===== src/rtl/cfu_mac_sequencer.sv =====
// cfu_mac_sequencer: runs one codebook-MAC job as RST, codebook, (PUSH, MAC*)xN, READ on the CFU port.
// Optional CFU_SEQ_CHECK_EN: checks every acknowledge payload and aborts the job on a mismatch.
`default_nettype none

module cfu_mac_sequencer (
   input  logic        clk_i,
   input  logic        reset_ni,
   input  logic        job_valid_i,
   output logic        job_ready_o,
   input  logic [1:0]  job_mode_i,
   input  logic [31:0] job_cb0_i,
   input  logic [31:0] job_cb1_i,
   input  logic [31:0] job_cb2_i,
   input  logic [31:0] job_cb3_i,
   input  logic [15:0] job_nblocks_i,
   input  logic        data_valid_i,
   output logic        data_ready_o,
   input  logic [31:0] data_0_i,
   input  logic [31:0] data_1_i,
   output logic        cfu_cmd_valid_o,
   input  logic        cfu_cmd_ready_i,
   output logic [9:0]  cfu_function_id_o,
   output logic [31:0] cfu_inputs_0_o,
   output logic [31:0] cfu_inputs_1_o,
   input  logic        cfu_rsp_valid_i,
   output logic        cfu_rsp_ready_o,
   input  logic [31:0] cfu_rsp_payload_i,
   output logic        res_valid_o,
   input  logic        res_ready_i,
   output logic [31:0] res_data_o,
   output logic        res_err_o
);

   localparam logic [9:0] FID_ALU_RST = {7'h48, 3'b000};
   localparam logic [9:0] FID_CB2     = {7'h20, 3'b000};
   localparam logic [9:0] FID_CB4     = {7'h28, 3'b000};
   localparam logic [9:0] FID_CB16    = {7'h38, 3'b000};
   localparam logic [9:0] FID_PUSH    = {7'h10, 3'b000};
   localparam logic [9:0] FID_MAC     = {7'h40, 3'b000};
   localparam logic [9:0] FID_READ    = {7'h50, 3'b000};

   typedef enum logic [2:0] {
      S_IDLE, S_RST, S_CB, S_PUSH, S_MAC, S_READ, S_RESULT
   } state_e;

   typedef enum logic [1:0] {
      PH_FETCH, PH_ISSUE, PH_WAIT
   } phase_e;

   state_e      state_q, state_d;
   phase_e      phase_q, phase_d;
   logic [1:0]  mode_q, mode_d;
   logic [31:0] cb0_q, cb0_d, cb1_q, cb1_d, cb2_q, cb2_d, cb3_q, cb3_d;
   logic [15:0] blocks_q, blocks_d;
   logic [1:0]  mac_idx_q, mac_idx_d;
   logic        cb_half_q, cb_half_d;
   logic [9:0]  fid_q, fid_d;
   logic [31:0] in0_q, in0_d, in1_q, in1_d;
   logic [31:0] res_data_q, res_data_d;
   logic        res_err_q, res_err_d;

   logic        w_cmd_state;
   logic [1:0]  w_mac_last;
   logic [15:0] w_blocks_dec;
   logic        w_more_blocks;
   logic        w_ack_bad;

   assign w_cmd_state   = (state_q == S_RST) || (state_q == S_CB) || (state_q == S_PUSH) ||
                          (state_q == S_MAC) || (state_q == S_READ);
   assign w_mac_last    = (mode_q == 2'd2) ? 2'd1 : 2'd3;
   assign w_blocks_dec  = blocks_q - 16'd1;
   assign w_more_blocks = (state_q == S_MAC) ? (w_blocks_dec != 16'd0) : (blocks_q != 16'd0);

`ifdef CFU_SEQ_CHECK_EN
   logic [31:0] w_exp_ack;

   always_comb begin
      w_exp_ack = 32'h0;
      case (fid_q)
         FID_CB2:  w_exp_ack = 32'hAABB2202;
         FID_CB4:  w_exp_ack = 32'hAABB4404;
         FID_CB16: w_exp_ack = cb_half_q ? 32'hAABB16B1 : 32'hAABB16A0;
         FID_PUSH: w_exp_ack = 32'hDEAD0000;
         FID_MAC:  w_exp_ack = 32'hABCD0001;
         default:  w_exp_ack = 32'h0;
      endcase
   end

   // The MAC_READ payload is the result itself, so it is never checked.
   assign w_ack_bad = (state_q != S_READ) && (cfu_rsp_payload_i != w_exp_ack);
`else
   assign w_ack_bad = 1'b0;
`endif

   always_comb begin
      state_d    = state_q;
      phase_d    = phase_q;
      mode_d     = mode_q;
      cb0_d      = cb0_q;
      cb1_d      = cb1_q;
      cb2_d      = cb2_q;
      cb3_d      = cb3_q;
      blocks_d   = blocks_q;
      mac_idx_d  = mac_idx_q;
      cb_half_d  = cb_half_q;
      fid_d      = fid_q;
      in0_d      = in0_q;
      in1_d      = in1_q;
      res_data_d = res_data_q;
      res_err_d  = res_err_q;

      case (state_q)
         S_IDLE: begin
            if (job_valid_i) begin
               mode_d     = job_mode_i;
               cb0_d      = job_cb0_i;
               cb1_d      = job_cb1_i;
               cb2_d      = job_cb2_i;
               cb3_d      = job_cb3_i;
               blocks_d   = job_nblocks_i;
               mac_idx_d  = 2'd0;
               cb_half_d  = 1'b0;
               res_err_d  = 1'b0;
               res_data_d = 32'h0;
               fid_d      = FID_ALU_RST;
               in0_d      = 32'h0;
               in1_d      = 32'h0;
               state_d    = S_RST;
               phase_d    = PH_ISSUE;
            end
         end

         S_RESULT: begin
            if (res_ready_i) begin
               state_d = S_IDLE;
            end
         end

         default: begin
            case (phase_q)
               PH_FETCH: begin
                  if (data_valid_i) begin
                     in0_d   = data_0_i;
                     in1_d   = data_1_i;
                     fid_d   = (state_q == S_PUSH) ? FID_PUSH : FID_MAC;
                     phase_d = PH_ISSUE;
                  end
               end

               PH_ISSUE: begin
                  if (cfu_cmd_ready_i) begin
                     phase_d = PH_WAIT;
                  end
               end

               PH_WAIT: begin
                  if (cfu_rsp_valid_i) begin
                     if (w_ack_bad) begin
                        res_err_d  = 1'b1;
                        res_data_d = cfu_rsp_payload_i;
                        state_d    = S_RESULT;
                     end else begin
                        case (state_q)
                           S_RST: begin
                              if (mode_q == 2'd3) begin
                                 res_err_d  = 1'b1;
                                 res_data_d = 32'h0;
                                 state_d    = S_RESULT;
                              end else begin
                                 fid_d   = (mode_q == 2'd0) ? FID_CB2 :
                                           (mode_q == 2'd1) ? FID_CB4 : FID_CB16;
                                 in0_d   = cb0_q;
                                 in1_d   = (mode_q == 2'd2) ? cb1_q : 32'h0;
                                 state_d = S_CB;
                                 phase_d = PH_ISSUE;
                              end
                           end
                           S_PUSH: begin
                              state_d = S_MAC;
                              phase_d = PH_FETCH;
                           end
                           S_READ: begin
                              res_data_d = cfu_rsp_payload_i;
                              state_d    = S_RESULT;
                           end
                           default: begin
                              // 16-cluster codebooks always go out as a pair of halves.
                              if ((state_q == S_CB) && (mode_q == 2'd2) && !cb_half_q) begin
                                 cb_half_d = 1'b1;
                                 in0_d     = cb2_q;
                                 in1_d     = cb3_q;
                                 phase_d   = PH_ISSUE;
                              end else if ((state_q == S_MAC) && (mac_idx_q != w_mac_last)) begin
                                 mac_idx_d = mac_idx_q + 2'd1;
                                 phase_d   = PH_FETCH;
                              end else begin
                                 if (state_q == S_MAC) begin
                                    mac_idx_d = 2'd0;
                                    blocks_d  = w_blocks_dec;
                                 end
                                 if (w_more_blocks) begin
                                    state_d = S_PUSH;
                                    phase_d = PH_FETCH;
                                 end else begin
                                    fid_d   = FID_READ;
                                    in0_d   = 32'h0;
                                    in1_d   = 32'h0;
                                    state_d = S_READ;
                                    phase_d = PH_ISSUE;
                                 end
                              end
                           end
                        endcase
                     end
                  end
               end

               default: begin
                  state_d = S_IDLE;
               end
            endcase
         end
      endcase
   end

   always_ff @(posedge clk_i or negedge reset_ni) begin
      if (!reset_ni) begin
         state_q    <= S_IDLE;
         phase_q    <= PH_ISSUE;
         mode_q     <= 2'd0;
         cb0_q      <= 32'h0;
         cb1_q      <= 32'h0;
         cb2_q      <= 32'h0;
         cb3_q      <= 32'h0;
         blocks_q   <= 16'd0;
         mac_idx_q  <= 2'd0;
         cb_half_q  <= 1'b0;
         fid_q      <= 10'h0;
         in0_q      <= 32'h0;
         in1_q      <= 32'h0;
         res_data_q <= 32'h0;
         res_err_q  <= 1'b0;
      end else begin
         state_q    <= state_d;
         phase_q    <= phase_d;
         mode_q     <= mode_d;
         cb0_q      <= cb0_d;
         cb1_q      <= cb1_d;
         cb2_q      <= cb2_d;
         cb3_q      <= cb3_d;
         blocks_q   <= blocks_d;
         mac_idx_q  <= mac_idx_d;
         cb_half_q  <= cb_half_d;
         fid_q      <= fid_d;
         in0_q      <= in0_d;
         in1_q      <= in1_d;
         res_data_q <= res_data_d;
         res_err_q  <= res_err_d;
      end
   end

   assign job_ready_o       = (state_q == S_IDLE);
   assign data_ready_o      = ((state_q == S_PUSH) || (state_q == S_MAC)) && (phase_q == PH_FETCH);
   assign cfu_cmd_valid_o   = w_cmd_state && (phase_q == PH_ISSUE);
   assign cfu_rsp_ready_o   = w_cmd_state && (phase_q == PH_WAIT);
   assign cfu_function_id_o = fid_q;
   assign cfu_inputs_0_o    = in0_q;
   assign cfu_inputs_1_o    = in1_q;
   assign res_valid_o       = (state_q == S_RESULT);
   assign res_data_o        = res_data_q;
   assign res_err_o         = res_err_q;

endmodule

`default_nettype wire


===== config.mk =====
export PLATFORM = sky130hd
export DESIGN_NAME = cfu_mac_sequencer
export DESIGN_NICKNAME = d
export VERILOG_FILES = /design/src/rtl/cfu_mac_sequencer.sv
export SDC_FILE = /design/constraint.sdc
export NUM_CORES = 1
export LEC_CHECK = 0
export ABC_AREA = 1
export BUFFER_PORTS_ARGS = -buffer_cell sky130_fd_sc_hd__clkbuf_2
export CELL_PAD_IN_SITES_DETAIL_PLACEMENT = 1
export CELL_PAD_IN_SITES_GLOBAL_PLACEMENT = 1
export CORE_ASPECT_RATIO = 0.6
export CORE_MARGIN = 2
export CORE_UTILIZATION = 40
export CTS_CLUSTER_DIAMETER = 60
export DETAILED_ROUTE_END_ITERATION = 7
export PLACE_DENSITY = 0.84
export REMOVE_ABC_BUFFERS = 1
export SLEW_MARGIN = 20
export SYNTH_ARGS = -nofsm -noshare
export SYNTH_HDL_FRONTEND = slang
export SYNTH_SLANG_ARGS = --single-unit

===== constraint.sdc =====
create_clock -name clk_i -period 6.8 [get_ports clk_i]
set_clock_uncertainty 0.1 [all_clocks]
set_input_delay 1.02 -clock clk_i [delete_from_list [all_inputs] [get_ports clk_i]]
set_output_delay 1.02 -clock clk_i [all_outputs]
set_load 0.005 [all_outputs]

After elaboration in Yosys (flattened, before gate mapping)
Index checks and enable logic that the tools add are counted.
{ "op_classes": {"n_bitwise": 1, "reduce_logical": 40, "n_eq_ne": 33, "muxes": 86, "addsub": 2} }
{ "ops": {"columns": ["cell", "n"], "rows": [
  ["32-bit case mux with 2 select lines", 8],
  ["32-bit two-way mux", 15],
  ["16-bit two-way mux", 7],
  ["10-bit two-way mux", 8],
  ["10-bit case mux with 2 select lines", 3],
  ["16-bit case mux with 2 select lines", 1],
  ["16-bit nonzero test", 2],
  ["2-bit two-way mux", 13],
  ["6-bit AND reduction", 4],
  ["3-bit two-way mux", 7],
  ["4-bit inequality test, second input constant", 5],
  ["8-bit two-way mux", 2],
  ["8-bit AND reduction", 2],
  ["16-bit by 1-bit subtractor with 16-bit output, second input constant", 1],
  ["3-bit inequality test, second input constant", 5],
  ["7-bit inequality test, second input constant", 2],
  ["1-bit two-way mux", 13],
  ["2-bit case mux with 3 select lines", 2],
  ["3-bit case mux with 2 select lines", 2],
  ["2-bit nonzero test", 6],
  ["5-bit inequality test, second input constant", 2],
  ["10-bit AND reduction", 1],
  ["3-bit equality test, second input constant", 3],
  ["3-bit case mux with 3 select lines", 1],
  ["other kinds (25)", 47]
]} }
{ "word_totals": {"regBits": 261, "in_bits": 249} }

Depth between registers and ports, before layout
{ "logic_depth": {"ltp_word": 10, "ltp_mapped": 17, "ltp_nobuf": 17} }

Worst setup path after synthesis
OpenSTA, ideal clock, no wires.
{ "synth_path": {"kind": "flip-flop to output port", "start": "register state_q[1]", "end": "output port job_ready_o", "slack_ns": 4.316, "t_required_ns": 5.680, "arrival_time_ns": 1.364, "path_stages_with_launch": 7, "path_cell_list": "dfrtp_1 > buf_4 > nor2_4 > nand2_4 > inv_4 > clkbuf_1 > buf_1"} }
{ "synth_via": {"elab_chain_cells": 1} }
{ "synth_lines": {"columns": ["element", "line", "text"], "rows": [
  ["start, declared", "50", "state_e state_q, state_d;"],
  ["start signal, assigned", "244", "state_q <= state_d;"],
  ["3-bit logical NOT", "262", "assign job_ready_o = (state_q == S_IDLE);"],
  ["end, declared", "9", "output logic job_ready_o,"]
]} }
No other way between the ends.

==> impl_results.md <==
* Average wire per cell in the routed design at 19.0 um
* Setup TNS at 0 ns
* Internal portion of total power at 3.94 mW
* Sinks on the clock net at 255
* Cell taking the most area after synthesis: sky130_fd_sc_hd__dfrtp_1
* Static leakage power at ~8.1 nW
* Worst path setup slack after routing at 2.22 ns
* Clock tree buffer depth at 3
* Drt total wl at 44300 um
* Num rows at 49
* Final std cell area, no fill at 15200 um^2
* Die footprint at 32300 um^2
* Post-DP HPWL at between 30000 and 40000 um
* CTS HTree Levels at 1
* Vias per cell at 5.25
* TritonCTS clock tree: built
* Count of input and output buffers at 354
* Final critical-path required period at 4.58 ns
* Pwr dens at between 400 and 500 nW/um^2
* Largest net degree at the start of global routing at 165
* Number of clock buffers inserted by TritonCTS at 26
* Share of the synthesized area in the top cell type at 51.5%
* Final hold violation count at 0
* Synth warnings at 0
* Post-CTS Hold Fix Bufs at 0
* Area of the placeable core at 30200 um^2
* Global-route wire length before repair at between 70000 and 80000 um
* Resize count post-CTS at 0
* Type of the most critical hold path: register to register
* Crit path capture type: register
* Proportion of power drawn by the clock network at 21.6%
* Die width at 231 um
* Layout cell share with drive strength beyond 1 at 22.9%
* Fraction of power spent switching nets at 43.6%
* Number of placed cells counting well taps at 2279
* Final Net Count at approximately 2200
* Number of antenna violations at the first check in global routing at 8
* Buffer type at the clock tree root: sky130_fd_sc_hd__clkbuf_16
* Number of detailed-route iterations in the first pass at 4
* Portion of total power attributed to sequential cells at a little over a third
* Effective utilization at floorplan at 40.9%
* Number of distinct library cells after synthesis at 37
* Number of maximum-capacitance violations at 0
* Starting DRC count in detailed routing at 858
* Clock latency on the worst-skew pair at 0.55 ns
* Post-CTS Setup Inserts at 0
* Leading post-synthesis cells by cell area: sky130_fd_sc_hd__dfrtp_1 (51%), sky130_fd_sc_hd__nand2_1 (18%), sky130_fd_sc_hd__nand3_1 (5.1%)
* Overall overflow remaining after global route at 0
* Count of non-filler cells in the finished layout at 2333
* Worst Path Class, Setup: register to register
* Number of top-level pins at between 300 and 400
* Overall fraction of global-route tracks in use at around 27%
* Outcome: completed
* Data required, critical path at about 7.1 ns
* Portion of the clock cycle consumed by the worst path in the final layout at 67.3%
* Clock edge transition at the registers on the reported setup and hold paths at 0.06 ns
* Maximum vdd drop at 263 uV
* Via count at about 12000
* Worst Setup Start Kind: register
* Die Y-Extent at between 100 and 150 um
* Average size of a mapped cell at 7.72 um^2
* Number of remaining DRC errors at 0
* Filler Cell Count at between 3000 and 4000
* Final Wtd Congestion at 0.924
* Fin. max-slew vios at 0
* Net switching power at ~3.1 mW
* Number of routed nets with antenna violations at 0
* WHS at 0.369 ns
* Worst Tran Pin Value at ~1.1 ns
* Number of register bits inferred by synthesis at 255
* Post-layout power at 6.99 mW
* Multi-input gate area in the final layout at 5100 um^2
* Critical path arrival at 4.86 ns
* Unrepaired setup endpoints after global routing: no
* FMAX at 0.218 GHz
* Fraction of power consumed by combinational cells at around 43%
* Final design utilization at between 50% and 60%
* Register cell area after layout at 6380 um^2
* Syn Inst Count at 1599
* Final setup violation count at 0
* Post-placement worst setup slack at 2.27 ns
* Mapped Area at about 12000 um^2
* Placed Instance Area at between 10000 and 15000 um^2
* CP max FO at 99
* Slew HR at 28.0%
* Vias in the first global route at 12800
* Growth of design area from synthesis to finish at 23.1%
* Fraction of the yosys area taken by sequential cells at between 50 and 60%
Yosys cell counts, drive strengths merged:
cell type / n
nand2: 605
dfrtp: 254
nand3: 128
o21ai: 125
inv: 113
nor2: 105
a21oi: 72
buf: 57
clkbuf: 42
nor3: 35
o211ai: 23
a221oi: 12
a31oi: 5
ha: 5
o22ai: 5
nand4: 3
and2: 2
nor4: 2
a211oi: 1
conb: 1
dfstp: 1
o2111ai: 1
o21a: 1
xor2: 1
sequential cells by signal, indices dropped and copies added, names as in the netlist:
name               count
res_err_o              1
cb0_q                 32
mode_q                 2
blocks_q              16
cb2_q                 32
mac_idx_q              2
cfu_inputs_0_o        32
cfu_function_id_o      4
cb_half_q              1
res_data_o            32
state_q                3
cb3_q                 32
cfu_inputs_1_o        32
cb1_q                 32
phase_q                2
path summary, 6_finish.rpt:
kind,start,endpoint,slack [ns],depth (start not counted)
min in group asynchronous,reset_ni,cfu_inputs_0_o[10],0.38,1
worst min register to register,cb3_q[10],cb3_q[10],0.37,2
max in group asynchronous,reset_ni,res_data_o[2],4.84,2
worst max register to register,mode_q[0],cb0_q[16],2.22,8
worst max-delay path,mode_q[0],cb0_q[16],2.22,8
worst min-delay path,cb3_q[10],cb3_q[10],0.37,2
power groups by stage:
stage	Sequential (mW)	Clock, mW	Combinational, mW
floorplan	2.43	0	1.85
global placement	2.48	0	2.85
detailed placement	2.50	0	2.99
CTS	2.48	1.55	3.02
global route	2.55	1.60	3.39
finish	2.48	1.51	3.00
layer usage:
layer	vias up	share of wire [%]	global-route usage [%]
li1	5720	-	-
met1	6072	46	38.5
met2	373	45	42.9
met3	76	6.2	5.27
met4	2	2.9	8.15
met5	-	0.029	0
cells in the final DEF (no fill, tap or decap), types with 2 or more instances in the layout:
| cell type | Yosys | layout |
|---|---|---|
| sky130_fd_sc_hd__inv_2 | 13 | 12 |
| sky130_fd_sc_hd__clkbuf_1 | 42 | 10 |
| sky130_fd_sc_hd__conb_1 | 1 | 6 |
| sky130_fd_sc_hd__bufinv_16 | 0 | 4 |
| sky130_fd_sc_hd__clkbuf_2 | 0 | 353 |
| sky130_fd_sc_hd__nand2_1 | 601 | 600 |
| sky130_fd_sc_hd__nor2_4 | 5 | 7 |
| sky130_fd_sc_hd__o211ai_1 | 22 | 22 |
| sky130_fd_sc_hd__diode_2 | 0 | 7 |
| sky130_fd_sc_hd__o22ai_1 | 5 | 5 |
| sky130_fd_sc_hd__clkinv_2 | 0 | 4 |
| sky130_fd_sc_hd__o21ai_1 | 38 | 38 |
| sky130_fd_sc_hd__and2_1 | 2 | 2 |
| sky130_fd_sc_hd__nand2_2 | 3 | 4 |
| sky130_fd_sc_hd__nand4_1 | 3 | 3 |
| sky130_fd_sc_hd__inv_1 | 99 | 99 |
| sky130_fd_sc_hd__dfrtp_1 | 254 | 254 |
| sky130_fd_sc_hd__nor2_2 | 1 | 3 |
| sky130_fd_sc_hd__clkbuf_8 | 0 | 2 |
| sky130_fd_sc_hd__nor3_1 | 35 | 35 |
| sky130_fd_sc_hd__nand3_1 | 127 | 127 |
| sky130_fd_sc_hd__a31oi_1 | 5 | 5 |
| sky130_fd_sc_hd__a21oi_1 | 72 | 72 |
| sky130_fd_sc_hd__o21ai_0 | 87 | 87 |
| sky130_fd_sc_hd__clkbuf_16 | 0 | 26 |
| sky130_fd_sc_hd__nor2_1 | 99 | 95 |
| sky130_fd_sc_hd__a221oi_1 | 12 | 12 |
| sky130_fd_sc_hd__ha_1 | 5 | 4 |
| sky130_fd_sc_hd__buf_4 | 18 | 11 |
kinds of logic (layout without fill, tap and decap cells):
family          count (synthesis)  after routing  share of synthesized area (%)
xor+xnor                        1              1                         0.0709
flops                         255            255                           51.7
fa+ha+maj                       5              5                          0.507
compound gates                245            245                           11.1
other cells                     1             13                         0.0304
buf+inv                       212            526                           7.42
simple gates                  880            880                           29.2
critical path, cell delays in order, from the launching register on:
cell and delay, ns:
sky130_fd_sc_hd__dfrtp_1 0.44, sky130_fd_sc_hd__nor2_4 0.79, sky130_fd_sc_hd__nand3_1 0.31, sky130_fd_sc_hd__inv_2 0.68, sky130_fd_sc_hd__o211ai_2 0.21, sky130_fd_sc_hd__nor2_4 0.14, sky130_fd_sc_hd__buf_4 0.80, sky130_fd_sc_hd__buf_4 0.66
sky130_fd_sc_hd__o21ai_0 0.21
cell type report:
type	count	share of cell area, %
clock inverters	9	1.05
repair buffers	366	12.4
clock buffers	38	4.71
well taps	408	3.36
diodes	7	0.115
flip-flops and latches	255	42.0
inverters	113	2.82
multi-input cells	1137	33.6
No activity file was read; power rests on OpenSTA's default activity.
